--- config.mk ---
export PLATFORM = sky130hd
export DESIGN_NAME = fifo_ctrl
export DESIGN_NICKNAME = d
export VERILOG_FILES = /design/src/rtl/fifo_ctrl_pkg.sv /design/src/rtl/fifo_ptr_cnt.sv /design/src/rtl/fifo_ctrl.sv
export SDC_FILE = /design/constraint.sdc
export NUM_CORES = 1
export LEC_CHECK = 0
export ABC_AREA = 1
export CORE_MARGIN = 2
export CORE_UTILIZATION = 40
export DETAILED_ROUTE_END_ITERATION = 10
export GPL_ROUTABILITY_DRIVEN = 0
export PLACE_DENSITY = 0.78
export SLEW_MARGIN = 30
export SYNTH_ARGS = -nofsm -noshare
export SYNTH_HDL_FRONTEND = slang
export SYNTH_SLANG_ARGS = --single-unit
--- constraint.sdc ---
create_clock -name clk -period 2 [get_ports clk]
set_clock_uncertainty 0.2 [all_clocks]
set_input_delay 0.3 -clock clk [delete_from_list [all_inputs] [get_ports clk]]
set_output_delay 0.3 -clock clk [all_outputs]
set_load 0.1 [all_outputs]
--- src/rtl/fifo_ctrl_pkg.sv ---
// fifo_ctrl_pkg: shared FIFO geometry and default flag thresholds
package fifo_ctrl_pkg;
  localparam int FIFO_DEPTH = 8;
  localparam int FIFO_PTR_WIDTH = 3;
  localparam int FIFO_AF_DEFAULT = 6;
  localparam int FIFO_AE_DEFAULT = 2;
endpackage

--- src/rtl/fifo_ptr_cnt.sv ---
// fifo_ptr_cnt: enable-gated modulo-DEPTH pointer counter
module fifo_ptr_cnt
  import fifo_ctrl_pkg::*;
#(
  parameter int DEPTH = FIFO_DEPTH,
  parameter int PTR_WIDTH = FIFO_PTR_WIDTH
) (
  input  logic                 clk,
  input  logic                 reset,
  input  logic                 en,
  output logic [PTR_WIDTH-1:0] ptr
);
  always_ff @(posedge clk)
    if (!reset) ptr <= '0;
    else if (en) ptr <= (ptr == PTR_WIDTH'(DEPTH - 1)) ? '0 : ptr + 1'b1;
endmodule

--- src/rtl/fifo_ctrl.sv ---
// fifo_ctrl: FIFO pointer, occupancy, flag and error control
module fifo_ctrl
  import fifo_ctrl_pkg::*;
#(
  parameter int DEPTH = FIFO_DEPTH,
  parameter int PTR_WIDTH = FIFO_PTR_WIDTH
) (
  input  logic                 clk,
  input  logic                 reset,
  input  logic                 push,
  input  logic                 pop,
  input  logic [PTR_WIDTH:0]   af_thresh,
  input  logic [PTR_WIDTH:0]   ae_thresh,
  output logic                 wr_enable,
  output logic                 rd_enable,
  output logic [PTR_WIDTH-1:0] wr_ptr,
  output logic [PTR_WIDTH-1:0] rd_ptr,
  output logic [PTR_WIDTH:0]   count,
  output logic                 full,
  output logic                 empty,
  output logic                 almost_full,
  output logic                 almost_empty,
  output logic                 overflow_err,
  output logic                 underflow_err
);
  always_comb begin
    full = count == (PTR_WIDTH + 1)'(DEPTH);
    empty = count == '0;
    almost_full = count >= af_thresh;
    almost_empty = count <= ae_thresh;
    rd_enable = reset & pop & ~empty;
    wr_enable = reset & push & (~full | rd_enable);
  end
  fifo_ptr_cnt #(.DEPTH(DEPTH), .PTR_WIDTH(PTR_WIDTH)) u_wr (
    .clk(clk), .reset(reset), .en(wr_enable), .ptr(wr_ptr)
  );
  fifo_ptr_cnt #(.DEPTH(DEPTH), .PTR_WIDTH(PTR_WIDTH)) u_rd (
    .clk(clk), .reset(reset), .en(rd_enable), .ptr(rd_ptr)
  );
  always_ff @(posedge clk)
    if (!reset) begin
      count <= '0;
      overflow_err <= 1'b0;
      underflow_err <= 1'b0;
    end else begin
      count <= (wr_enable & ~rd_enable) ? count + 1'b1 :
               (rd_enable & ~wr_enable) ? count - 1'b1 : count;
      overflow_err <= overflow_err | (push & full & ~pop);
      underflow_err <= underflow_err | (pop & empty);
    end
endmodule
## Yosys cells after proc, flatten, opt, wreduce, memory -nomap -nowiden

Index checks and enable logic that the tools add are counted.

- Input bits: 12
- Word-level logic and storage cells: 37
- Flip-flop bits (word level): 12
- Output and inout bits: 18

- Muxes and demuxes: 4
- $lt $le $gt $ge: 2
- Reduce and logical (&&, ||, !) cells: 2
- Add/sub/neg operators: 4
- Bitwise logic cells: 17
- Equal/unequal tests: 3

Operator list:

| operator | number |
|---|---|
| $and 1x1->1 | 9 |
| $mux 4 | 2 |
| $add 3x1->3 const B | 2 |
| $eq 3x3->1 const B | 2 |
| $mux 3 | 2 |
| $not 1->1 | 5 |
| $add 4x1->4 const B | 1 |
| $eq 4x4->1 const B | 1 |
| $ge 4x4->1 | 1 |
| $le 4x4->1 | 1 |
| $logic_not 4->1 | 1 |
| $sub 4x1->4 const B | 1 |
| $or 1x1->1 | 3 |
| $reduce_bool 2->1 | 1 |

## Logic depth before layout (Yosys ltp)

Gate-level depths: netlist (run 1).

- Depth in word-level cells: 9
- Gate-level depth with buffers: 14
- Gate-level depth less buffers: 14

## By module

Synthesis (run 1) repeated with hierarchy kept, for this count alone.

- Cells, all modules: 117
- Area, all modules: 853.3 µm²

By module, submodules not included:

| module | seq. area each (µm²) | cells each | area an instance (µm²) | instances |
|---|---|---|---|---|
| fifo_ctrl | 120.1 | 81 | 575.6 | 1 |
| fifo_ptr_cnt | 60.1 | 18 | 138.9 | 2 |

## Least setup slack after synthesis (run 1)

Ideal clock, no wire load.

- Kind: register to output
- Start point: register count[3]
- End point: output port full
- Arrival: 4164 ps
- Path buffers: 0
- Stages on the path, launching flop included: 3
- Slack: -2664 ps
- Cell sequence: dfxtp_1 > inv_1 > nor4_1

- Cells in the longest elaborated chain, start to end: 1

RTL lines:

| item | RTL line | RTL |
|---|---|---|
| start, declared | fifo_ctrl.sv:18 | `output logic [PTR_WIDTH:0] count,` |
| start signal, assigned | fifo_ctrl.sv:46 | `count <= (wr_enable & ~rd_enable) ? count + 1'b1 :` |
| $eq 4x4->1 | fifo_ctrl.sv:27 | `full = count == (PTR_WIDTH + 1)'(DEPTH);` |
| end, declared | fifo_ctrl.sv:19 | `output logic full,` |

Every way passes these cells.

## Worst setup path in the final report (run 1)

- Start point: register count[0]
- End point: output port almost_full

- Cells in the longest elaborated chain, start to end: 1

RTL lines:

| item | RTL line | RTL |
|---|---|---|
| $ge 4x4->1 | fifo_ctrl.sv:29 | `almost_full = count >= af_thresh;` |
| end, declared | fifo_ctrl.sv:21 | `output logic almost_full,` |

Every way passes these cells.

==> results of run 1 <==
-- worst max-delay path by stage --
stage	start	end	slack, ps	cells after the start
6_report	count[0]	almost_full	-100	6
5_1_grt	count[0]	count[3]	-160	13
4_1_cts	count[3]	almost_full	-40	4
3_5_place_dp	reset	count[3]	-390	15
3_3_place_gp	pop	count[3]	-250	13
2_1_floorplan	count[0]	count[3]	-140	12
-- cells by family (layout without fill, tap and decap cells) --
family / after synthesis / after routing
AO/OA/AOI/OAI: 16 / 16
XOR/XNOR: 1 / 1
flip-flops: 12 / 12
buffers and inverters: 26 / 74
AND/OR/NAND/NOR: 49 / 49
adder cells (fa/ha/maj): 16 / 16
-- flip-flops by register name, indices dropped and copies added (netlist names) --
signal,cells
u_wr.ptr,3
overflow_err,1
underflow_err,1
u_rd.ptr,3
count,4
-- synth_stat cells, types with 2 or more instances --
cell / n
sky130_fd_sc_hd__a21oi_1: 7
sky130_fd_sc_hd__dfxtp_1: 12
sky130_fd_sc_hd__nand2_1: 25
sky130_fd_sc_hd__ha_1: 15
sky130_fd_sc_hd__inv_1: 23
sky130_fd_sc_hd__nand3_1: 9
sky130_fd_sc_hd__o21ai_0: 7
sky130_fd_sc_hd__inv_2: 2
sky130_fd_sc_hd__nor2_1: 7
-- metrics by stage --
stage,hold slack (ps),power [W],cell area [um2],setup TNS (ps)
final,282,0.00190,1710,-211
after detailed placement,257,0.00156,1540,-1550
after global placement,251,0.00151,1540,-1100
after CTS,285,0.00186,1700,-64.4
after global routing,331,0.00198,1710,-530
after floorplan,274,0.00113,988,-637
-- power groups by stage --
stage          Clock [W]  Combinational [W]  Sequential, W
2_1_floorplan          0           0.000523       0.000603
3_3_place_gp           0            0.00115       0.000358
3_5_place_dp           0            0.00119       0.000363
4_1_cts         0.000207            0.00131       0.000351
5_1_grt         0.000224            0.00140       0.000358
6_report        0.000208            0.00134       0.000352
-- worst min-delay path, delay by kind of cell (launching register included) --
family	cells	cell delay, ps
AO/OA/AOI/OAI	1	60
AND/OR/NAND/NOR	1	50
flip-flops	1	340
-- cell usage in the layout (no fill, tap or decap) --
cell	synthesis	routed
sky130_fd_sc_hd__nand2_1	25	24
sky130_fd_sc_hd__buf_4	0	17
sky130_fd_sc_hd__buf_12	0	16
sky130_fd_sc_hd__inv_1	23	13
sky130_fd_sc_hd__ha_4	0	8
sky130_fd_sc_hd__dlygate4sd2_1	0	8
sky130_fd_sc_hd__dfxtp_1	12	8
sky130_fd_sc_hd__inv_2	2	7
sky130_fd_sc_hd__nor2_1	7	7
sky130_fd_sc_hd__nand3_1	9	7
sky130_fd_sc_hd__ha_1	15	7
sky130_fd_sc_hd__inv_4	0	4
sky130_fd_sc_hd__a21oi_1	7	4
sky130_fd_sc_hd__dfxtp_4	0	4
sky130_fd_sc_hd__a21oi_2	0	3
sky130_fd_sc_hd__o21ai_0	7	3
sky130_fd_sc_hd__o21ai_1	1	3
sky130_fd_sc_hd__clkbuf_4	0	3
sky130_fd_sc_hd__clkdlybuf4s50_1	0	3
sky130_fd_sc_hd__nand3_2	1	2
sky130_fd_sc_hd__nand2_4	1	2
sky130_fd_sc_hd__nor2_4	1	1
sky130_fd_sc_hd__nand4_4	0	1
sky130_fd_sc_hd__inv_12	0	1
sky130_fd_sc_hd__nor4_4	0	1
sky130_fd_sc_hd__o211ai_1	1	1
sky130_fd_sc_hd__nand4_1	1	1
sky130_fd_sc_hd__nand3_4	0	1
sky130_fd_sc_hd__nand2_2	1	1
sky130_fd_sc_hd__o21ai_2	0	1
sky130_fd_sc_hd__o21ai_4	0	1
sky130_fd_sc_hd__or2_1	1	1
sky130_fd_sc_hd__xor2_1	1	1
sky130_fd_sc_hd__fa_2	0	1
sky130_fd_sc_hd__clkbuf_8	0	1
sky130_fd_sc_hd__buf_6	0	1
-- final cells by class --
cell class              count  area, um2  area share, %
multi-input cells          82        712           41.6
repair buffers             45        559           32.7
flip-flops and latches     12        255           14.9
inverters                  25        116           6.79
clock buffers               4       36.3           2.12
well taps                  27       33.8           1.97
-- what timing repair did --
| action | in CTS | in global routing |
|---|---|---|
| endpoints found under the setup margin | 5 | 5 |
| resized for setup | 28 | 2 |
| setup buffers | 5 | 1 |
| pin swaps | 13 | 8 |
-- routing by layer --
metal  up-vias  part of all wire [%]
met5         -                     0
met4         0                   5.8
met3        15                   3.9
met2        30                    54
met1       483                    36
li1        480                     -
==> summary.md, run 1 <==
Using the TritonRoute via totals, the vias-per-cell ratio works out to 5.17. From synthesis to final layout, the design area changed by 96.1%. Setup repair after global routing could not meet its margin everywhere. The run gives 1,099 as the via count of the first global-routing pass. In this run the worst path has a maximum fanout of 4. The final reports fail on negative setup slack. The count of non-filler cells in the finished layout was 195. Yosys attributes the largest share of cell area to sky130_fd_sc_hd__dfxtp_1 28%, sky130_fd_sc_hd__ha_1 21%, sky130_fd_sc_hd__nand2_1 11%, sky130_fd_sc_hd__inv_1 9.9%, sky130_fd_sc_hd__nand3_1 5.2%. The logs give 85.6% for the share of the core filled with cells in the final layout and 3.11 mm for the total detailed-routing wirelength. After clock tree synthesis, the clock-pin slew on the worst setup and hold paths is 80 ps. Sequential cells burn 18.5% of the power.

The first detailed-routing pass took 4 iterations. Of the post-synthesis cell area, the dominant cell type holds 27.5%. The number of buffers inserted by hold repair at cts is 0.

The top flip-flop cell by instance count after synthesis is sky130_fd_sc_hd__dfxtp_1. In this run, placement finished with an instance count of 185. The tools report the root buffer cell as sky130_fd_sc_hd__clkbuf_4.

The run gives 1 as the H-tree level count. sky130_fd_sc_hd__dfxtp_1 takes more of the synthesized area than any other cell. The layout has 109 filler cells.

Buffers placed on the I/O ports in this run total 29. The layer flagged by global routing as most heavily used is met2. For the top achievable clock speed, the log shows 0.476 GHz. The tool flagged a number of max-cap violations equal to 0. The first global-routing pass estimated 5.09 mm of wire. The netlist area before placement was 873 um2.

The post-route DRC violation count is 0, and the minimum setup slack in the final design is -103 ps. For the pin with the worst max-slew slack, the measured transition is 287 ps. Global routing used 53.1% of the available met2 tracks. The final count of hold timing violations was 0; the reg2reg setup slack was -30 ps. Required time of the critical path: 1500 ps. For hold timing, the worst endpoint is overflow_err.

The worst setup path is captured at an output pin. The final-report max-slew violation count is 0. The endpoint identified for the worst register-to-register timing path is count[3]. Measured against its own limit, the worst slew margin works out to 81.0%. Global routing finished with a remaining overflow of 0. The pin count of the biggest net entering global routing is 8, and the compound-gate portion of the synthesized area is 9.46%.

The main combinational cell family by area after synthesis was simple AND/OR/NAND/NOR gates. The horizontal extent of the die is 50.7 um, and the overall fraction of global-route tracks in use is 27.8%. After floorplanning, the core was divided into 16 placement rows.

The logs give 0 for the count of inserted antenna diode cells and 3 for the number of buffers created by CTS. Once detailed placement completed, the half-perimeter wirelength came to 2.06 mm. Subtracting the final worst setup slack from the clock period gives 2100 ps.

The fraction of power spent switching nets is 52.7%, and the number of instances on the worst hold path is 2. For this run, the post-layout net count is 197. The startpoint of the most critical register-to-register path was count[0]. The total number of vias was 1,008; the layout cell share with drive strength beyond 1 was 45.8%. In this run the vertical extent of the chip is 50.7 um. The biggest cell delay along the critical path is 380 ps, and the number of buffers and inverters on the critical path is 3.

The post-synthesis cell type count is 22, and the worst IR drop on VDD is 0.000876 V. Clock latency on the worst-skew pair, taken at its later pin, is 300 ps. The final critical-path share of the clock period was 105%. The analysis attributes to cell leakage a power of 0.821 nW. In the synthesized netlist, mux cells make up 0% of the area.

The critical path's top delay family is flip-flops. The initial utilization of the core area, before any placement, comes to 43.6%. Met3 track demand over resource in global routing: 6.55%. The flow ran to the end, but the final reports show violations. Summing the areas of all fa, ha and maj instances in the mapped netlist gives 23.8% of the synthesized area. The cell-internal power was 0.000901 W; the area inside the core boundary was 0.00200 mm2. For the combinational fraction of design power, the log shows 70.6%. The slowest stage of the critical path is the sky130_fd_sc_hd__dfxtp_4 cell. Counting flops with a built-in enable in the synthesized netlist gives 0. Counting every net in the synthesized netlist gives 148.

The average wire length per cell after detail routing works out to 15.9 um. The class of the most critical setup path is reg2out. The startpoint identified for the worst hold timing path is overflow_err. The detail route stage leaves a number of antenna-violating nets equal to 0.

Flip-flop and latch count after synthesis: 12. The run gives 0 as the number of antenna violations at the first check in global routing. After the first detailed-routing iteration, the DRC count stood at 11. The total of endpoints with negative setup slack in the final report is 4, and the worst setup slack after placement is -391 ps.

The synthesis warning total was 0. Of the total power, the clock network draws 10.9%. The total power per unit cell area is 1110 mW/mm2.

In this run the power spent charging and discharging nets is 0.00100 W. Global routing met1 resource utilization: 25.3%. The signal on the critical path passes through buf_4, inv_4, ha_4, nand4_1, nand3_4, buf_12.

The run gives 30 as the number of top-level pins. STA classifies the critical path startpoint as a flop. The xor and xnor fraction of the mapped netlist area was 1.00%.

Counting every sink on the clock net gives 12. Simple-gate share of the synthesized area: 26.9%. TritonCTS built the clock tree. The tools report the post-synthesis sequential area ratio as 27.5%. Maximum buffer depth of the clock tree: 2.

After technology mapping, the gate count stands at 120. The die covers 0.00257 mm2. For the worst flop-to-flop path, the logic depth is 13.

Data on the critical path arrives at its endpoint at 1600 ps. A synthesized cell averages 7.28 um2. Worst min-delay path category: reg2reg. The async set-or-reset flop fraction in the synthesized netlist is 0%.
(Power assumes the default switching activity.)
==> inputs of run 2 (changes only) <==
--- a/config.mk
+++ b/config.mk
@@ -6,6 +6,8 @@
 export NUM_CORES = 1
 export LEC_CHECK = 0
 export ABC_AREA = 1
+export ABC_CLOCK_PERIOD_IN_PS = 2000
+export CORE_ASPECT_RATIO = 1.2
 export CORE_MARGIN = 2
 export CORE_UTILIZATION = 40
 export DETAILED_ROUTE_END_ITERATION = 10
==> summary.md, run 2 (synthesis results as in run 1) <==
The flow ran to the end, but the final reports show violations. The checks that failed: negative setup slack. The worst endpoint data arrival time is 2040 ps (+440 ps).

The pin count of the biggest net entering global routing is 8 (unchanged), and the number of instances on the worst hold path is 2 (unchanged). The number of flip-flops under the largest register name was 4 (unchanged); the total of endpoints with negative setup slack in the final report was 2 (-2). Area inside the core boundary: 0.00207 mm2 (+3.5%). The fraction of power spent switching nets was 52.9% (+0.22 points). Most common cell after layout, fill and taps aside: sky130_fd_sc_hd__nand2_1.

The logs give 0 (unchanged) for the remaining antenna violation count after routing and 81.6% (-3.9 points) for the share of the core filled with cells in the final layout. The run gives 0.810 nW (-1.4%) as the standby leakage power. Combinational fraction of design power: 71.8% (+1.2 points). The register with the most flip-flops in the final layout is count.

The first-pass detailed-route iteration total was 4 (unchanged); the summed negative setup slack over all endpoints was -8.17 ps (+203 ps). The run gives 12 (unchanged) as the sink count of the clock tree. The tools report the endpoint class of the critical path as a flop. The run gives 22.4% (-5.4 points) as the overall fraction of global-route tracks in use. Class of the most critical setup path: reg2reg. The highest net fanout along the worst path is 5 (+1).

The initial detailed-routing violation count was 11 (unchanged). In this run the clock root is driven by a sky130_fd_sc_hd__clkbuf_4. The count of standard-cell rows was 18 (+2). The largest registers in the layout are count: 4 flops, u_rd.ptr: 3 flops, u_wr.ptr: 3 flops.

Post-route DRC violation count: 0 (unchanged). The total number of vias was 964 (-4.4%); the starting density of the core was 42.1% (-1.5 points). The horizontal extent of the die was 46.7 um (-8.0%); the total detailed-routing wirelength was 2.54 mm (-18%). The maximum buffer depth of the clock tree came out at 2 (unchanged).

Setup repair after global routing could not meet its margin everywhere. The number of top-level pins is 30 (unchanged), and the reg2reg setup slack is -7 ps (+20 ps). The count of non-filler cells in the finished layout was 198 (+1.5%); the total power per unit cell area was 1060 mW/mm2 (-4.3%). The clock insertion delay at the later pin of the skew report is 280 ps (-20 ps), and the minimum setup slack in the final design is -6.83 ps (+95.8 ps). The logs give 188 (+1.6%) for the number of cells after detailed placement and 1.91 mm (-7.3%) for the post-detailed-placement half-perimeter wirelength. The relative slew slack came out at 81.6% (+0.57 points).

The logs give 1 (unchanged) for the H-tree level count and 0 (unchanged) for the number of max-cap violations. The tools report the final count of hold timing violations as 0 (unchanged). The wire length of the first global-routing pass is 4.03 mm (-21%). The area after detailed placement is 0.00154 mm2 (+0.24%). The area growth from synthesis to final layout was 93.7%; the number of buffers created by CTS was 3 (unchanged).

Cell-internal power: 0.000848 W (-5.9%). Depth of the worst register-to-register path: 13 (unchanged). The final-report max-slew violation count is 0 (unchanged).

The required time of the critical path is 2030 ps (+530 ps). For the worst IR drop on VDD, the log shows 0.000901 V (+2.8%). STA classifies the critical path startpoint as a flop. The most heavily used metal layer in global routing was met2.

The average wire length per cell after detail routing came out at 12.8 um (-20%). The top achievable clock speed is 0.498 GHz (+4.8%), and the transition time at the pin with the least slew margin is 274 ps (-12.9 ps). Number of antenna violations at the first check in global routing: 0 (unchanged). The tightest min-delay check is of the reg2reg type. The clock transition time at the flip-flop clock pins of the worst setup and hold paths was 80 ps (about the same).

For the total global routing overflow, the log shows 0 (unchanged). The total net switching power is 0.000952 W (-5.1%). The number of input and output port buffers inserted is 29 (unchanged), and the fraction of met2 tracks used by global routing is 45.6% (-7.5 points). The via density per instance came out at 4.87 (-5.8%). The area of the die is 0.00257 mm2 (about the same). The library cells used most frequently in the layout, excluding fill and tap cells, are 24 x sky130_fd_sc_hd__nand2_1, 16 x sky130_fd_sc_hd__buf_12, 15 x sky130_fd_sc_hd__buf_4. The number of buffers inserted by hold repair at cts came out at 0 (unchanged).

The count of inserted antenna diode cells was 0 (unchanged); the part of the total power dissipated in sequential elements was 19.2% (+0.7 points). TritonCTS built the clock tree. The die boundary height is 55.2 um (+8.8%), and the via count of the first global-routing pass is 928 (-16%). The met3 track demand over resource in global routing was 4.55% (-2.0 points).

The layout cell share with drive strength beyond 1 was 44.0% (-1.8 points); the number of nets in the layout was 197 (unchanged). The clock network fraction of total power came out at 9.0% (-1.9 points). The global routing met1 resource utilization was 21.8% (-3.5 points). The time the worst path needs with I/O delays and setup works out to 2010 ps (-95.8 ps). For the post-layout instance area, the log shows 0.00169 mm2 (-1.2%).

Final critical-path share of the clock period: 100% (-4.8 points).
## run 2: power by group through the flow
stage	Sequential (W)	Clock, W	Combinational (W)
global route	0.000352	0.000180	0.00137
finish	0.000346	0.000162	0.00129
global placement	0.000347	0	0.00117
detailed placement	0.000347	0	0.00121
CTS	0.000349	0.000169	0.00127
floorplan	0.000603	0	0.000523
## run 2: layout make-up
cell class	count	area [um2]
fill	131	380
sequential	12	255
clock buffer	3	22.5
multi-input combinational	82	691
inverter	25	114
clock inverter	1	3.75
tap	30	37.5
timing repair buffer	45	568
## run 2: worst paths after layout
| check | from | endpoint |
|---|---|---|
| max | count[1] | count[3] |
| max reg2reg | count[1] | count[3] |
| min reg2reg | overflow_err | overflow_err |
| min | overflow_err | overflow_err |
## run 2: what timing repair did
item | in CTS | in global routing
gates resized for setup | 25 | 3
gates cloned | 0 | 0
pin swaps | 14 | 6
setup endpoints to repair | 5 | 5
buffers inserted | 4 | 2
## run 2: layer usage
metal,part of all wire [%],vias up
li1,-,486
met1,36,443
met2,57,30
met3,5.4,5
met4,1.3,0
met5,0,-
## run 2: stage by stage
stage               hold slack [ps]  worst slack [ps]  power, W
floorplan                       274              -137   0.00113
global placement                250              -269   0.00152
detailed placement              254              -369   0.00155
CTS                             276             -28.9   0.00179
global route                    307              -107   0.00190
finish                          274             -6.83   0.00180
## run 2: critical path, stage by stage (launching register included)
cell,delay [ps]
sky130_fd_sc_hd__dfxtp_4,380
sky130_fd_sc_hd__nor2_4,130
sky130_fd_sc_hd__nand4_4,120
sky130_fd_sc_hd__nand2_4,140
sky130_fd_sc_hd__inv_12,40
sky130_fd_sc_hd__ha_4,150
sky130_fd_sc_hd__inv_4,70
sky130_fd_sc_hd__ha_4,200
sky130_fd_sc_hd__or2_1,220
sky130_fd_sc_hd__nand2_1,70
sky130_fd_sc_hd__nand2_1,50
sky130_fd_sc_hd__nand3_1,70
sky130_fd_sc_hd__nand2_1,50
sky130_fd_sc_hd__inv_1,50
